[config.mk]
export PLATFORM = sky130hd
export DESIGN_NAME = spi_flash_responder
export DESIGN_NICKNAME = d
export VERILOG_FILES = /design/src/rtl/spi_flash_responder.sv
export SDC_FILE = /design/constraint.sdc
export NUM_CORES = 1
export LEC_CHECK = 0
export CORE_AREA = 2 2 127 129
export CTS_CLUSTER_SIZE = 20
export DETAILED_ROUTE_END_ITERATION = 6
export DIE_AREA = 0 0 129 131
export PLACE_DENSITY_LB_ADDON = 0.12
export SETUP_SLACK_MARGIN = 0.15
export SYNTH_ARGS = -nofsm -noshare
export SYNTH_HDL_FRONTEND = slang
export SYNTH_SLANG_ARGS = --single-unit
[constraint.sdc]
create_clock -name clk_48mhz -period 4.5 [get_ports clk_48mhz]
set_input_delay 0.45 -clock clk_48mhz [delete_from_list [all_inputs] [get_ports clk_48mhz]]
set_output_delay 0.45 -clock clk_48mhz [all_outputs]
set_load 0.005 [all_outputs]
[src/rtl/spi_flash_responder.sv]
// SPI mode-0 responder emulating a 25-series serial flash over a byte-wide memory port.
// Optional FAST READ (0x0B) support is enabled by defining SPI_FLASH_RESPONDER_FASTREAD_EN.
module spi_flash_responder #(
  parameter int unsigned ADDR_W      = 24,
  parameter logic [23:0] JEDEC_ID    = 24'hEF4018,
  parameter int unsigned BUSY_CYCLES = 4800
) (
  input  logic              clk_48mhz,
  input  logic              reset,
  input  logic              spi_csel,
  input  logic              spi_clk,
  input  logic              spi_mosi,
  output logic              spi_miso,
  output logic              spi_miso_oe,
  output logic [ADDR_W-1:0] mem_addr,
  output logic              mem_rd,
  input  logic [7:0]        mem_rdata,
  output logic              mem_wr,
  output logic [7:0]        mem_wdata,
  output logic              busy
);

  localparam int unsigned BUSY_W = $clog2(BUSY_CYCLES + 1);

  localparam logic [7:0] OP_PP   = 8'h02;
  localparam logic [7:0] OP_READ = 8'h03;
  localparam logic [7:0] OP_WRDI = 8'h04;
  localparam logic [7:0] OP_RDSR = 8'h05;
  localparam logic [7:0] OP_WREN = 8'h06;
  localparam logic [7:0] OP_FAST = 8'h0B;
  localparam logic [7:0] OP_RDID = 8'h9F;

  typedef enum logic [3:0] {
    S_IDLE, S_CMD, S_ADDR, S_STAT_OUT, S_ID_OUT,
    S_DATA_OUT, S_DATA_IN, S_DUMMY, S_IGNORE
  } state_t;

  // synchronizers and edge detection
  logic csel_meta_q, csel_s_q;
  logic sclk_meta_q, sclk_s_q, sclk_prev_q;
  logic mosi_meta_q, mosi_s_q;
  logic sclk_rise, sclk_fall;

  state_t              state_q, state_d;
  logic [4:0]          bit_cnt_q, bit_cnt_d;
  logic [22:0]         shift_in_q, shift_in_d;
  logic [7:0]          opcode_q, opcode_d;
  logic [ADDR_W-1:0]   addr_q, addr_d;
  logic [7:0]          tx_q, tx_d;
  logic [7:0]          rbuf_q, rbuf_d;
  logic                rd_wait_q, rd_wait_d;
  logic [1:0]          id_idx_q, id_idx_d;
  logic                pend_q, pend_d;
  logic                pp_any_q, pp_any_d;
  logic                wel_q, wel_d;
  logic                wip_q, wip_d;
  logic [BUSY_W-1:0]   busy_cnt_q, busy_cnt_d;
  logic                miso_q, miso_d;
  logic                oe_q, oe_d;
  logic                mem_rd_q, mem_rd_d;
  logic                mem_wr_q, mem_wr_d;
  logic [ADDR_W-1:0]   mem_addr_q, mem_addr_d;
  logic [7:0]          mem_wdata_q, mem_wdata_d;

  logic [23:0]         in_word;
  logic [ADDR_W-1:0]   rx_addr;
  logic [7:0]          load_byte;

  assign sclk_rise = sclk_s_q & ~sclk_prev_q;
  assign sclk_fall = ~sclk_s_q & sclk_prev_q;
  assign in_word   = {shift_in_q, mosi_s_q};
  assign rx_addr   = ADDR_W'(in_word);

  // byte presented at the start of each output byte
  always_comb begin
    load_byte = 8'hFF;
    case (state_q)
      S_STAT_OUT: load_byte = {6'b0, wel_q, wip_q};
      S_ID_OUT: begin
        case (id_idx_q)
          2'd0:    load_byte = JEDEC_ID[23:16];
          2'd1:    load_byte = JEDEC_ID[15:8];
          2'd2:    load_byte = JEDEC_ID[7:0];
          default: load_byte = 8'h00;
        endcase
      end
      S_DATA_OUT: load_byte = rbuf_q;
      default:    load_byte = 8'hFF;
    endcase
  end

  always_comb begin
    state_d     = state_q;
    bit_cnt_d   = bit_cnt_q;
    shift_in_d  = shift_in_q;
    opcode_d    = opcode_q;
    addr_d      = addr_q;
    tx_d        = tx_q;
    rbuf_d      = rbuf_q;
    rd_wait_d   = mem_rd_q;
    id_idx_d    = id_idx_q;
    pend_d      = pend_q;
    pp_any_d    = pp_any_q;
    wel_d       = wel_q;
    wip_d       = wip_q;
    busy_cnt_d  = busy_cnt_q;
    miso_d      = miso_q;
    oe_d        = oe_q;
    mem_rd_d    = 1'b0;
    mem_wr_d    = 1'b0;
    mem_addr_d  = mem_addr_q;
    mem_wdata_d = mem_wdata_q;

    if (rd_wait_q) rbuf_d = mem_rdata;

    // program busy timer; WEL drops together with WIP
    if (wip_q) begin
      if (busy_cnt_q <= BUSY_W'(1)) begin
        wip_d      = 1'b0;
        wel_d      = 1'b0;
        busy_cnt_d = '0;
      end else begin
        busy_cnt_d = busy_cnt_q - BUSY_W'(1);
      end
    end

    if (csel_s_q) begin
      if (state_q == S_IGNORE && pend_q) wel_d = (opcode_q == OP_WREN);
      if (state_q == S_DATA_IN && pp_any_q) begin
        wip_d      = 1'b1;
        busy_cnt_d = BUSY_W'(BUSY_CYCLES);
      end
      state_d   = S_IDLE;
      bit_cnt_d = '0;
      pend_d    = 1'b0;
      miso_d    = 1'b1;
      oe_d      = 1'b0;
    end else begin
      case (state_q)
        S_IDLE: begin
          state_d   = S_CMD;
          bit_cnt_d = '0;
          miso_d    = 1'b1;
          oe_d      = 1'b0;
        end
        S_CMD: begin
          if (sclk_rise) begin
            shift_in_d = in_word[22:0];
            bit_cnt_d  = bit_cnt_q + 5'd1;
            if (bit_cnt_q == 5'd7) begin
              opcode_d  = in_word[7:0];
              bit_cnt_d = '0;
              id_idx_d  = '0;
              state_d   = S_IGNORE;
              case (in_word[7:0])
                OP_READ: if (!wip_q) state_d = S_ADDR;
`ifdef SPI_FLASH_RESPONDER_FASTREAD_EN
                OP_FAST: if (!wip_q) state_d = S_ADDR;
`endif
                OP_RDSR: begin
                  state_d = S_STAT_OUT;
                  oe_d    = 1'b1;
                end
                OP_RDID: begin
                  if (!wip_q) begin
                    state_d = S_ID_OUT;
                    oe_d    = 1'b1;
                  end
                end
                OP_WREN, OP_WRDI: pend_d = ~wip_q;
                OP_PP: if (wel_q && !wip_q) state_d = S_ADDR;
                default: state_d = S_IGNORE;
              endcase
            end
          end
        end
        S_ADDR: begin
          if (sclk_rise) begin
            shift_in_d = in_word[22:0];
            bit_cnt_d  = bit_cnt_q + 5'd1;
            if (bit_cnt_q == 5'd23) begin
              bit_cnt_d = '0;
              if (opcode_q == OP_PP) begin
                state_d  = S_DATA_IN;
                addr_d   = rx_addr;
                pp_any_d = 1'b0;
              end else begin
                mem_rd_d   = 1'b1;
                mem_addr_d = rx_addr;
                addr_d     = rx_addr + ADDR_W'(1);
                oe_d       = 1'b1;
                state_d    = (opcode_q == OP_FAST) ? S_DUMMY : S_DATA_OUT;
              end
            end
          end
        end
        S_DUMMY: begin
          if (sclk_fall) miso_d = 1'b1;
          if (sclk_rise) begin
            bit_cnt_d = bit_cnt_q + 5'd1;
            if (bit_cnt_q == 5'd7) begin
              bit_cnt_d = '0;
              state_d   = S_DATA_OUT;
            end
          end
        end
        S_STAT_OUT, S_ID_OUT, S_DATA_OUT: begin
          if (sclk_fall) begin
            if (bit_cnt_q[2:0] == 3'd0) begin
              miso_d = load_byte[7];
              tx_d   = {load_byte[6:0], 1'b0};
              if (state_q == S_ID_OUT && id_idx_q != 2'd3) id_idx_d = id_idx_q + 2'd1;
            end else begin
              miso_d = tx_q[7];
              tx_d   = {tx_q[6:0], 1'b0};
            end
            bit_cnt_d = {2'b00, bit_cnt_q[2:0] + 3'd1};
          end
          // prefetch the following byte once the MSB of this one has been taken
          if (sclk_rise && state_q == S_DATA_OUT && bit_cnt_q[2:0] == 3'd1) begin
            mem_rd_d   = 1'b1;
            mem_addr_d = addr_q;
            addr_d     = addr_q + ADDR_W'(1);
          end
        end
        S_DATA_IN: begin
          if (sclk_rise) begin
            shift_in_d = in_word[22:0];
            bit_cnt_d  = bit_cnt_q + 5'd1;
            if (bit_cnt_q == 5'd7) begin
              bit_cnt_d   = '0;
              mem_wr_d    = 1'b1;
              mem_wdata_d = in_word[7:0];
              mem_addr_d  = addr_q;
              addr_d      = {addr_q[ADDR_W-1:8], addr_q[7:0] + 8'd1};
              pp_any_d    = 1'b1;
            end
          end
        end
        default: begin
          if (sclk_rise) pend_d = 1'b0;
          miso_d = 1'b1;
          oe_d   = 1'b0;
        end
      endcase
    end
  end

  always_ff @(posedge clk_48mhz or posedge reset) begin
    if (reset) begin
      csel_meta_q <= 1'b1;
      csel_s_q    <= 1'b1;
      sclk_meta_q <= 1'b0;
      sclk_s_q    <= 1'b0;
      sclk_prev_q <= 1'b0;
      mosi_meta_q <= 1'b0;
      mosi_s_q    <= 1'b0;
      state_q     <= S_IDLE;
      bit_cnt_q   <= '0;
      shift_in_q  <= '0;
      opcode_q    <= '0;
      addr_q      <= '0;
      tx_q        <= '0;
      rbuf_q      <= '0;
      rd_wait_q   <= 1'b0;
      id_idx_q    <= '0;
      pend_q      <= 1'b0;
      pp_any_q    <= 1'b0;
      wel_q       <= 1'b0;
      wip_q       <= 1'b0;
      busy_cnt_q  <= '0;
      miso_q      <= 1'b1;
      oe_q        <= 1'b0;
      mem_rd_q    <= 1'b0;
      mem_wr_q    <= 1'b0;
      mem_addr_q  <= '0;
      mem_wdata_q <= '0;
    end else begin
      csel_meta_q <= spi_csel;
      csel_s_q    <= csel_meta_q;
      sclk_meta_q <= spi_clk;
      sclk_s_q    <= sclk_meta_q;
      sclk_prev_q <= sclk_s_q;
      mosi_meta_q <= spi_mosi;
      mosi_s_q    <= mosi_meta_q;
      state_q     <= state_d;
      bit_cnt_q   <= bit_cnt_d;
      shift_in_q  <= shift_in_d;
      opcode_q    <= opcode_d;
      addr_q      <= addr_d;
      tx_q        <= tx_d;
      rbuf_q      <= rbuf_d;
      rd_wait_q   <= rd_wait_d;
      id_idx_q    <= id_idx_d;
      pend_q      <= pend_d;
      pp_any_q    <= pp_any_d;
      wel_q       <= wel_d;
      wip_q       <= wip_d;
      busy_cnt_q  <= busy_cnt_d;
      miso_q      <= miso_d;
      oe_q        <= oe_d;
      mem_rd_q    <= mem_rd_d;
      mem_wr_q    <= mem_wr_d;
      mem_addr_q  <= mem_addr_d;
      mem_wdata_q <= mem_wdata_d;
    end
  end

  assign spi_miso    = miso_q;
  assign spi_miso_oe = oe_q;
  assign mem_rd      = mem_rd_q;
  assign mem_wr      = mem_wr_q;
  assign mem_addr    = mem_addr_q;
  assign mem_wdata   = mem_wdata_q;
  assign busy        = wip_q;

endmodule
==> reports/qor.csv, run 1 <==
metric,value,unit
result of the run,"complete, no violations",
per-cell routed wire length,19.0,microns
width of the die,129,microns
required time of the critical path,4810,ps
TritonRoute pass-1 iters,5,
number of levels the H-tree was split into,4,
final clock skew,9.39,ps
post-cts resize count,0,
type of element launching the critical path,register,
Post-synth EDFFs,0,
count of buffers inserted at the top-level ports,49,
headroom to the max-slew limit,0.241,
via count of the first global-routing pass,6571,
Post-route DRC,0,
sequential element share of the synthesized area,0.434,
CTS tree,yes,
Nets,895,
Core Area,15600,sq um
area of the die,16900,sq um
global-route wire length before repair,33900,microns
Yosys reg bits,142,
fraction of synthesis flops using an asynchronous set or reset pin,1.00,
number of warning messages in the yosys log,0,
GRT Residual Overflow,0,
Total Routed Length,20800,microns
DP Wirelength,14200,microns
unrepaired setup endpoints after global routing,false,
post-DR vias/cell,6.09,
met1 Track Usage GR,0.358,
measured slew at the worst slew-check pin,1140,ps
start-to-end type of the worst setup path,reg2reg,
site row count,46,
Util after Layout,0.602,
worst ir drop on vdd,0.273,mV
post-synthesis instance area,8200,sq um
data arrival time at the worst-slack endpoint,3660,ps
count of different cell masters after synthesis,83,
number of fillers in the final layout,1318,
setup repair bufs after CTS,0,
Post-synth top flop,sky130_fd_sc_hd__dfrtp_1,
fin. max-slew vios,0,
total setup violations reported at the end of the flow,0,
height of the die,131,microns
effective utilization at floorplan,0.526,
Post-Synthesis Net Count,871,
area delta synth->final,14.5,%
Avg Synthesized Cell Area,9.72,sq um
largest net degree at the start of global routing,96,
number of clock sinks seen by CTS,142,
count of final hold-check violations,0,
busiest metal layer after global routing,met2,
Fmax,299,MHz
count of maximum capacitance violations,0,
largest driver fanout on the critical path,24,
"most common cell after layout, fill and taps aside",sky130_fd_sc_hd__dfrtp_1,
time the worst path needs with I/O delays and setup,3350,ps
Crit. End Element,register,
GR Layer Usage met2,0.396,
antenna violations before repair,0,
placer congestion estimate,0.893,
clock buffer depth,2,
power density over cell area,393,nW/um^2
initial drt markers,595,
root buffer selected by CTS,sky130_fd_sc_hd__clkbuf_16,
Boundary Pins,50,
share of cells above drive strength 1,0.152,
min-delay worst type,reg2reg,
total number of vias,6670,
clock-pin slew on the worst setup and hold paths,60,ps
Design Power,3.69,mW
Num CTS Buffers,17,
combined global-route utilization of all metal layers,0.259,
synthesized netlist cell count,843,
setup TNS,0,ps
count of inserted antenna diode cells,0,
met3 routing resource usage after global routing,0.0533,
"antenna viol nets, final",0,
"commonest cells after routing, fill and taps aside","139 x sky130_fd_sc_hd__dfrtp_1, 105 x sky130_fd_sc_hd__nand2_1, 54 x sky130_fd_sc_hd__mux2_2, 50 x sky130_fd_sc_hd__nor2_1, 49 x sky130_fd_sc_hd__clkdlybuf4s50_1",
static power due to leakage,4.12,nW
Worst-Skew Late Latency,430,ps
cts-stage hold buffer count,0,
period utilization,0.744,
worst paths after layout:
check / from / to / slack [ps] / cells after the start
setup / recovery: state_q[2]$_DFFE_PP0P_ / mem_addr[22]$_DFFE_PP0P_ / 1150 / 6
hold / removal: csel_meta_q$_DFF_PP1_ / csel_s_q$_DFF_PP1_ / 360 / 0
setup reg to reg: state_q[2]$_DFFE_PP0P_ / mem_addr[22]$_DFFE_PP0P_ / 1150 / 6
hold reg to reg: csel_meta_q$_DFF_PP1_ / csel_s_q$_DFF_PP1_ / 360 / 0
max in group asynchronous: reset / spi_miso$_DFFE_PP1P_ / 3010 / 3
min in group asynchronous: reset / shift_in_q[6]$_DFFE_PP0P_ / 570 / 2
power breakdown:
group | switching [mW] | internal (mW) | total (mW)
Combinational | 0.391 | 0.296 | 0.687
Sequential | 0.180 | 1.36 | 1.54
Clock | 0.571 | 0.887 | 1.46
Total | 1.14 | 2.55 | 3.69
critical path, cell delays in order, from the launching register on:
cell and delay [ps]:
sky130_fd_sc_hd__dfrtp_1 690, sky130_fd_sc_hd__nor2b_1 490, sky130_fd_sc_hd__a31oi_1 160, sky130_fd_sc_hd__or4b_1 840
sky130_fd_sc_hd__a21oi_4 210, sky130_fd_sc_hd__buf_4 430, sky130_fd_sc_hd__mux2_2 390
layout make-up:
| cell class | count | area [sq um] | share of cell area |
|---|---|---|---|
| clock inverters | 12 | 161 | 0.0172 |
| well taps | 216 | 270 | 0.0288 |
| inverters | 26 | 103 | 0.0109 |
| repair buffers | 58 | 558 | 0.0594 |
| flip-flops and latches | 142 | 3560 | 0.379 |
| clock buffers | 19 | 443 | 0.0472 |
| multi-input cells | 622 | 4300 | 0.458 |
per-stage QoR:
stage | setup slack, ps | instances | cell area, sq um | hold slack (ps)
global placement | 1250 | 1064 | 8780 | 334
floorplan | 245 | 843 | 8200 | 331
global route | 990 | 1095 | 9390 | 362
CTS | 1170 | 1095 | 9390 | 359
detailed placement | 1190 | 1064 | 8780 | 345
finish | 1150 | 1095 | 9390 | 358
sequential cells by signal, indices dropped and copies added, names as in the netlist, 5 cells and up:
| register | flops |
|---|---|
| addr_q | 24 |
| bit_cnt_q | 5 |
| mem_wdata | 8 |
| tx_q | 7 |
| shift_in_q | 23 |
| opcode_q | 8 |
| rbuf_q | 8 |
| mem_addr | 24 |
| busy_cnt_q | 13 |
synth_stat cells (5+ instances only):
master | number | area, sq um
sky130_fd_sc_hd__xor2_1 | 17 | 149
sky130_fd_sc_hd__ha_1 | 15 | 188
sky130_fd_sc_hd__and4_1 | 5 | 43.8
sky130_fd_sc_hd__mux2_4 | 20 | 300
sky130_fd_sc_hd__clkbuf_1 | 43 | 161
sky130_fd_sc_hd__a21o_1 | 5 | 37.5
sky130_fd_sc_hd__nor2b_1 | 8 | 50.1
sky130_fd_sc_hd__a31oi_1 | 19 | 119
sky130_fd_sc_hd__a211oi_1 | 6 | 45.0
sky130_fd_sc_hd__inv_1 | 26 | 97.6
sky130_fd_sc_hd__nor3_1 | 21 | 105
sky130_fd_sc_hd__and2_1 | 8 | 50.1
sky130_fd_sc_hd__nand3_1 | 37 | 185
sky130_fd_sc_hd__or4_1 | 5 | 37.5
sky130_fd_sc_hd__nand2b_1 | 7 | 43.8
sky130_fd_sc_hd__and3_1 | 12 | 75.1
sky130_fd_sc_hd__o221ai_1 | 11 | 96.3
sky130_fd_sc_hd__nor2_1 | 50 | 188
sky130_fd_sc_hd__xnor2_1 | 10 | 87.6
sky130_fd_sc_hd__mux2_2 | 54 | 608
sky130_fd_sc_hd__or3_1 | 7 | 43.8
sky130_fd_sc_hd__o21ai_0 | 48 | 240
sky130_fd_sc_hd__nand4_1 | 24 | 150
sky130_fd_sc_hd__a21oi_1 | 32 | 160
sky130_fd_sc_hd__o211ai_1 | 9 | 67.6
sky130_fd_sc_hd__nand2_1 | 105 | 394
sky130_fd_sc_hd__dfrtp_1 | 139 | 3480
logic make-up after synthesis:
logic type,Yosys count,synth area share
flip-flops,142,0.434
buffers and inverters,79,0.0426
adder cells (fa/ha/maj),16,0.0241
AND/OR/NAND/NOR,323,0.210
AO/OA/AOI/OAI,178,0.145
XOR/XNOR,27,0.0288
multiplexers,78,0.116
per-layer routing:
metal | part of all wire | vias up
li1 | - | 3113
met1 | 0.46 | 3294
met2 | 0.46 | 211
met3 | 0.047 | 52
met4 | 0.032 | 0
met5 | 0 | -
(Power assumes the default switching activity.)
==> run 2, diff against run 1 <==
--- a/config.mk
+++ b/config.mk
@@ -5,10 +5,10 @@
 export SDC_FILE = /design/constraint.sdc
 export NUM_CORES = 1
 export LEC_CHECK = 0
-export CORE_AREA = 2 2 127 129
+export CORE_AREA = 2 2 126 128
 export CTS_CLUSTER_SIZE = 20
 export DETAILED_ROUTE_END_ITERATION = 6
-export DIE_AREA = 0 0 129 131
+export DIE_AREA = 0 0 128 130
 export PLACE_DENSITY_LB_ADDON = 0.12
 export SETUP_SLACK_MARGIN = 0.15
 export SYNTH_ARGS = -nofsm -noshare
==> constraint.sdc (replaced) <==
create_clock -name clk_48mhz -period 3.3 [get_ports clk_48mhz]
set_input_delay 0.33 -clock clk_48mhz [delete_from_list [all_inputs] [get_ports clk_48mhz]]
set_output_delay 0.33 -clock clk_48mhz [all_outputs]
set_load 0.005 [all_outputs]
==> reports/qor.csv, run 2 (synthesized netlist as in run 1, its figures left out) <==
metric,value,unit,change
result of the run,"complete, no violations",,
combined global-route utilization of all metal layers,0.262,,+0.00301
count of inserted antenna diode cells,0,,unchanged
data arrival time at the worst-slack endpoint,3110,ps,-550 ps
root buffer selected by CTS,sky130_fd_sc_hd__clkbuf_16,,
required time of the critical path,3630,ps,-1180 ps
"antenna viol nets, final",0,,unchanged
Total Routed Length,20600,microns,-0.61%
area of the die,16600,sq um,-1.5%
post-DR vias/cell,6.20,,+1.7%
"most common cell after layout, fill and taps aside",sky130_fd_sc_hd__dfrtp_1,,
Worst-Skew Late Latency,430,ps,about the same
post-cts resize count,0,,unchanged
Design Power,5.02,mW,+36%
initial drt markers,583,,-2.0%
static power due to leakage,4.18,nW,+1.3%
DP Wirelength,14400,microns,+1.5%
Post-route DRC,0,,unchanged
number of clock sinks seen by CTS,142,,unchanged
setup repair bufs after CTS,0,,unchanged
Core Area,15400,sq um,-1.1%
measured slew at the worst slew-check pin,1020,ps,-114 ps
number of fillers in the final layout,1310,,-0.61%
number of levels the H-tree was split into,4,,unchanged
count of buffers inserted at the top-level ports,49,,unchanged
antenna violations before repair,0,,unchanged
final clock skew,7.96,ps,-1.42 ps
clock buffer depth,2,,unchanged
"commonest cells after routing, fill and taps aside","139 x sky130_fd_sc_hd__dfrtp_1, 105 x sky130_fd_sc_hd__nand2_1, 54 x sky130_fd_sc_hd__mux2_2, 50 x sky130_fd_sc_hd__nor2_1, 49 x sky130_fd_sc_hd__clkdlybuf4s50_1",,
fin. max-slew vios,0,,unchanged
min-delay worst type,in2async,,
clock-pin slew on the worst setup and hold paths,70,ps,about the same
count of final hold-check violations,0,,unchanged
largest driver fanout on the critical path,21,,-13%
TritonRoute pass-1 iters,5,,unchanged
effective utilization at floorplan,0.531,,+0.00588
site row count,46,,unchanged
worst ir drop on vdd,0.404,mV,+48%
global-route wire length before repair,34400,microns,+1.5%
share of cells above drive strength 1,0.161,,+0.00859
height of the die,130,microns,-0.76%
cts-stage hold buffer count,0,,unchanged
type of element launching the critical path,register,,
total number of vias,6693,,+0.34%
start-to-end type of the worst setup path,reg2reg,,
width of the die,128,microns,-0.78%
time the worst path needs with I/O delays and setup,2780,ps,-566 ps
period utilization,0.843,,+0.0990
largest net degree at the start of global routing,57,,-41%
Boundary Pins,50,,unchanged
Nets,903,,+0.89%
unrepaired setup endpoints after global routing,false,,
total setup violations reported at the end of the flow,0,,unchanged
GRT Residual Overflow,0,,unchanged
power density over cell area,531,nW/um^2,+35%
placer congestion estimate,0.919,,+2.9%
register area,3560,sq um,unchanged
Num CTS Buffers,17,,unchanged
CTS tree,yes,,
area of combinational cells with multiple inputs,4300,sq um,unchanged
headroom to the max-slew limit,0.316,,+0.0756
per-cell routed wire length,19.1,microns,+0.77%
area delta synth->final,15.2,%,
setup TNS,0,ps,unchanged
via count of the first global-routing pass,6806,,+3.6%
Crit. End Element,register,,
count of maximum capacitance violations,0,,unchanged
Fmax,359,MHz,+20%
final hold slack,294,ps,-64.0 ps
[run 2: cell type report]
type,instances,area share
repair buffers,66,0.0694
clock buffers,19,0.0469
inverters,26,0.0107
multi-input cells,622,0.455
flip-flops and latches,142,0.377
clock inverters,13,0.0164
well taps,192,0.0254
[run 2: worst paths after layout]
path | from | end | slack [ps] | cells after the start
worst max-delay path | state_q[2]$_DFFE_PP0P_ | addr_q[10]$_DFFE_PP0P_ | 520 | 5
worst min-delay path | reset | shift_in_q[5]$_DFFE_PP0P_ | 290 | 2
worst max register to register | state_q[2]$_DFFE_PP0P_ | addr_q[10]$_DFFE_PP0P_ | 520 | 5
worst min register to register | mosi_meta_q$_DFF_PP0_ | mosi_s_q$_DFF_PP0_ | 350 | 0
max in group asynchronous | reset | spi_miso$_DFFE_PP1P_ | 2290 | 3
min in group clk_48mhz | spi_csel | csel_meta_q$_DFF_PP1_ | 310 | 1
[run 2: routing by layer]
layer / vias up / GRT usage / share of wire
met5: - / 0 / 0
met4: 0 / 0.0976 / 0.021
met3: 39 / 0.0570 / 0.040
met2: 173 / 0.427 / 0.47
met1: 3344 / 0.346 / 0.47
li1: 3137 / - / -
[run 2: metrics by stage]
stage          setup WS (ps)   util  instance area [sq um]  std cells
3_5_place_dp             578  0.574                   8850       1048
3_3_place_gp             619  0.574                   8850       1048
4_1_cts                  546  0.613                   9450       1080
5_1_grt                  263  0.613                   9450       1080
6_report                 517  0.613                   9450       1080
2_1_floorplan            761      -                   8200        843
[run 2: power by group]
part           switching [mW]  total (mW)  internal (mW)
logic                   0.554       0.978          0.424
registers               0.237        2.10           1.86
clock network           0.794        1.94           1.15
total                    1.58        5.02           3.43
[run 2: worst max-delay path, stage by stage (launching register included)]
cell and delay [ps]:
sky130_fd_sc_hd__dfrtp_1 590, sky130_fd_sc_hd__or4b_1 750, sky130_fd_sc_hd__nor3_1 370, sky130_fd_sc_hd__nor2_1 320
sky130_fd_sc_hd__or4_1 550, sky130_fd_sc_hd__o311ai_1 100
==> variant 1 (config.mk and constraints of run 2) <==
`shift_in_q`, `addr_q`, `tx_q`, `rbuf_q`, `mem_addr_q` and `mem_wdata_q` no longer have a reset.
--- a/src/rtl/spi_flash_responder.sv
+++ b/src/rtl/spi_flash_responder.sv
@@ -259,7 +259,3 @@
       bit_cnt_q   <= '0;
-      shift_in_q  <= '0;
       opcode_q    <= '0;
-      addr_q      <= '0;
-      tx_q        <= '0;
-      rbuf_q      <= '0;
       rd_wait_q   <= 1'b0;
@@ -275,4 +271,2 @@
       mem_wr_q    <= 1'b0;
-      mem_addr_q  <= '0;
-      mem_wdata_q <= '0;
     end else begin
@@ -287,7 +281,3 @@
       bit_cnt_q   <= bit_cnt_d;
-      shift_in_q  <= shift_in_d;
       opcode_q    <= opcode_d;
-      addr_q      <= addr_d;
-      tx_q        <= tx_d;
-      rbuf_q      <= rbuf_d;
       rd_wait_q   <= rd_wait_d;
@@ -303,5 +293,12 @@
       mem_wr_q    <= mem_wr_d;
-      mem_addr_q  <= mem_addr_d;
-      mem_wdata_q <= mem_wdata_d;
     end
+  end
+
+  always_ff @(posedge clk_48mhz) begin
+    shift_in_q  <= shift_in_d;
+    addr_q      <= addr_d;
+    tx_q        <= tx_d;
+    rbuf_q      <= rbuf_d;
+    mem_addr_q  <= mem_addr_d;
+    mem_wdata_q <= mem_wdata_d;
   end
Formal check against the unedited RTL: no difference found for any inputs over 4 cycles, from zero or initial values and one cycle with reset high; that may be too few to reach the edited logic, so the function may still have changed.
==> variant 1 against run 2 <==
Hold slack improved by 20 ps; routed wire length down 20%; setup slack improved by 190 ps; total power is 13% lower; sequential cell count unchanged; area after synthesis is 10% lower; design area shrank 8.4%; global-route usage shrank 5.0 points; critical path type unchanged; highest routed layer unchanged.
==> variant 1: results <==
group,metric,value,unit
detailed_routing,route.final.wire_length,16560,um
critical_path,cp.arrival,2680,ps
global_routing,grtUsageTotal,21.19,%
place,postPlaceCellArea,8088,um^2
critical_path,crit_start,"state_q[3]",
power_and_ir_drop,irDropWorstVdd,359.5,uV
power_and_ir_drop,leakage,3.191,nW
power_and_ir_drop,switchingPower,1.075,mW
detailed_routing,wl_met2,7927,um
detailed_routing,routedWlPerCell,17.70,um
synthesis,ys_seq_area_share,54.56,%
synthesis,synth_cell_type_count,81,
detailed_routing,drt-initial-drc-count,400,
critical_path,path_max_fanout,24,
synthesis,synth_edf_count,94,
synthesis,ys_top_cells_by_area,"edfxtp_1 (38%), dfrtp_1 (15%), nand2_1 (5.6%), xnor2_1 (3.3%), xor2_1 (3.0%)",
detailed_routing,wl_met3,787,um
critical_path,max_stage_delay,550,ps
critical_path,reg2reg_slack,700,ps
place,place.port_buffers,49,
outcome,status,"complete, no violations",
global_routing,grt_pass1_wl,27600,um
critical_path,crit_path_end,"mem_addr[22]",
critical_path,worst_path_max_delay_cell,"nor4bb_1",
clock_network,cts-root-buf,"clkbuf_16",
clock_network,cts_resized,0,
place,dpl.cell_count,904,
synthesis,synth_area_per_cell,10.82,um^2
cells_and_area,fillers,1364,
detailed_routing,drt-met1-wl,7488,um
global_routing,grt_start_max_net_pins,53,
cells_and_area,drive_gt1_share,10.35,%
timing,holdWs,313.6,ps
timing,fmax,385.3,MHz
critical_path,reg2reg_depth,6,
hold_path,hold_path.class,"input port to register",
timing,tightest_slew,1022,ps
place,gp_congestion,0.8870,
synthesis,async_flop_share,33.80,%
detailed_routing,vias,5417,
global_routing,use_met2,34.76,%
cells_and_area,final_nets,759,
place,place_ws,734.7,ps
clock_network,cts_inserted_buffers,17,
synthesis,syn_nets,710,
==> variant 1: layout make-up <==
cell class | count | area (um^2) | area share, %
Clock buffer | 25 | 475.5 | 5.495
Multi-Input combinational cell | 489 | 3153 | 36.44
Inverter | 17 | 63.81 | 0.7375
Timing Repair Buffer | 64 | 603.1 | 6.970
Sequential cell | 142 | 4028 | 46.55
Clock inverter | 7 | 88.84 | 1.027
Tap cell | 192 | 240.2 | 2.777
==> variant 1: cells by family after synthesis <==
group | Yosys count | share of synthesized area [%]
flops | 142 | 54.56
compound gates | 106 | 9.729
simple gates | 297 | 21.19
fa+ha+maj | 16 | 2.678
xor+xnor | 53 | 6.288
mux | 17 | 2.559
buf+inv | 51 | 3.000
==> variant 1: power by group through the flow <==
stage	logic [mW]	registers [mW]	clock network, mW
6_report	0.489	2.01	1.86
5_1_grt	0.537	2.01	1.97
4_1_cts	0.486	2.00	1.90
3_5_place_dp	0.483	2.04	0
3_3_place_gp	0.480	2.04	0
2_1_floorplan	0.383	2.01	0
==> variant 2 (config.mk and constraints of run 2) <==
Without the edit above. The parameter `BUSY_CYCLES` goes from 4800 to 1200.
--- a/src/rtl/spi_flash_responder.sv
+++ b/src/rtl/spi_flash_responder.sv
@@ -5,3 +5,3 @@
   parameter logic [23:0] JEDEC_ID    = 24'hEF4018,
-  parameter int unsigned BUSY_CYCLES = 4800
+  parameter int unsigned BUSY_CYCLES = 1200
 ) (
Formal check against the unedited RTL: no difference found for any inputs over 4 cycles, from zero or initial values and one cycle with reset high; that may be too few to reach the edited logic, so the function may still have changed.
==> variant 2 against run 2 <==
Area after synthesis fell by 4.7%; total power increased by 15%; global-route usage shrank 2.0 points; die area unchanged; sequential cell count down 2; routed wire length decreased by 8.9%; setup slack worse by 88 ps; design area fell by 4.6%; critical endpoint is now mem_addr[22]; largest cell class unchanged.
==> variant 2: results <==
group,metric,value,unit
place,postPlaceCellArea,8444,um^2
detailed_routing,wl_met2,9117,um
global_routing,grt_start_max_net_pins,45,
cells_and_area,buf_share,6.913,%
detailed_routing,vias_per_cell,6.028,
synthesis,synth_area_per_cell,9.601,um^2
cells_and_area,final_util,58.44,%
outcome,status,"complete, no violations",
critical_path,reg2reg_slack,430,ps
cells_and_area,num-nonclk-inverters,15,
power_and_ir_drop,p_per_area,642.3,nW/um^2
synthesis,yosys.area_share.adder,2.530,%
cells_and_area,drive_gt1_share,14.27,%
synthesis,ys_seq_area_share,44.88,%
critical_path,r2r-end,"mem_addr[22]",
global_routing,use_met2,39.23,%
cells_and_area,multi_input_area_share,44.53,%
cells_and_area,final_nets,877,
power_and_ir_drop,leakage,3.821,nW
critical_path,path_max_fanout,28,
place,dpl.cell_count,1022,
detailed_routing,drt-met1-wl,8440,um
global_routing,grtUsageTotal,24.18,%
cells_and_area,multi_input_cells,610,
detailed_routing,routedWlPerCell,17.83,um
global_routing,grtUsageMet3,5.740,%
place,dp_hpwl,13100,um
critical_path,cp.arrival,3230,ps
synthesis,synth_cell_type_count,77,
cells_and_area,final-seq-area,3507,um^2
hold_path,hold_path.class,"input port to register",
global_routing,met1_usage,32.24,%
cells_and_area,syn_to_final_growth,15.34,%
cells_and_area,fillers,1350,
detailed_routing,wl_met3,997,um
place,place_ws,515.8,ps
power_and_ir_drop,irDropWorstVdd,383.8,uV
synthesis,synthTopCellsByCount,"dfrtp_1 (137), nand2_1 (83), nor2_1 (76)",
synthesis,ys_top_cells_by_area,"dfrtp_1 (44%), mux2_2 (6.2%), nand2_1 (4.0%), a21oi_1 (3.9%), nor2_1 (3.7%)",
detailed_routing,vias,6353,
cells_and_area,num-nonclk-buffers,65,
critical_path,r2r-start,"state_q[1]",
timing,holdWs,307.5,ps
variant 2: changes by cell type in the layout (fill, tap and decap cells not counted), sizes merged, moves of 8 or more:
cell    before  now
nor3        22   13
o221ai      11    1
mux2i        4   25
nor4         7   15
a21oi       33   61
mux2        74   43
nand2      105   83
nor2        50   77
o21ai       48   61
variant 2: worst max-delay path by stage:
stage	to	slack [ps]
finish	mem_addr[22]	430
CTS	mem_addr[22]	510
detailed placement	mem_addr[22]	520
global route	mem_addr[21]	250
global placement	mem_addr[20]	690
floorplan	addr_q[23]	1160
variant 2: power breakdown:
group | internal, mW | switching, mW | leakage (nW)
combinational | 0.755 | 0.870 | 1.68
sequential | 2.00 | 0.325 | 1.87
clock | 1.00 | 0.843 | 0.275
variant 2: worst max-delay path, stage by stage, from the launching register on:
cell and delay, ps:
dfrtp_1 780, nand2b_1 240, o221a_2 370, nor4_4 670, and2_1 250, buf_4 280
nor2_1 70, a31oi_1 140
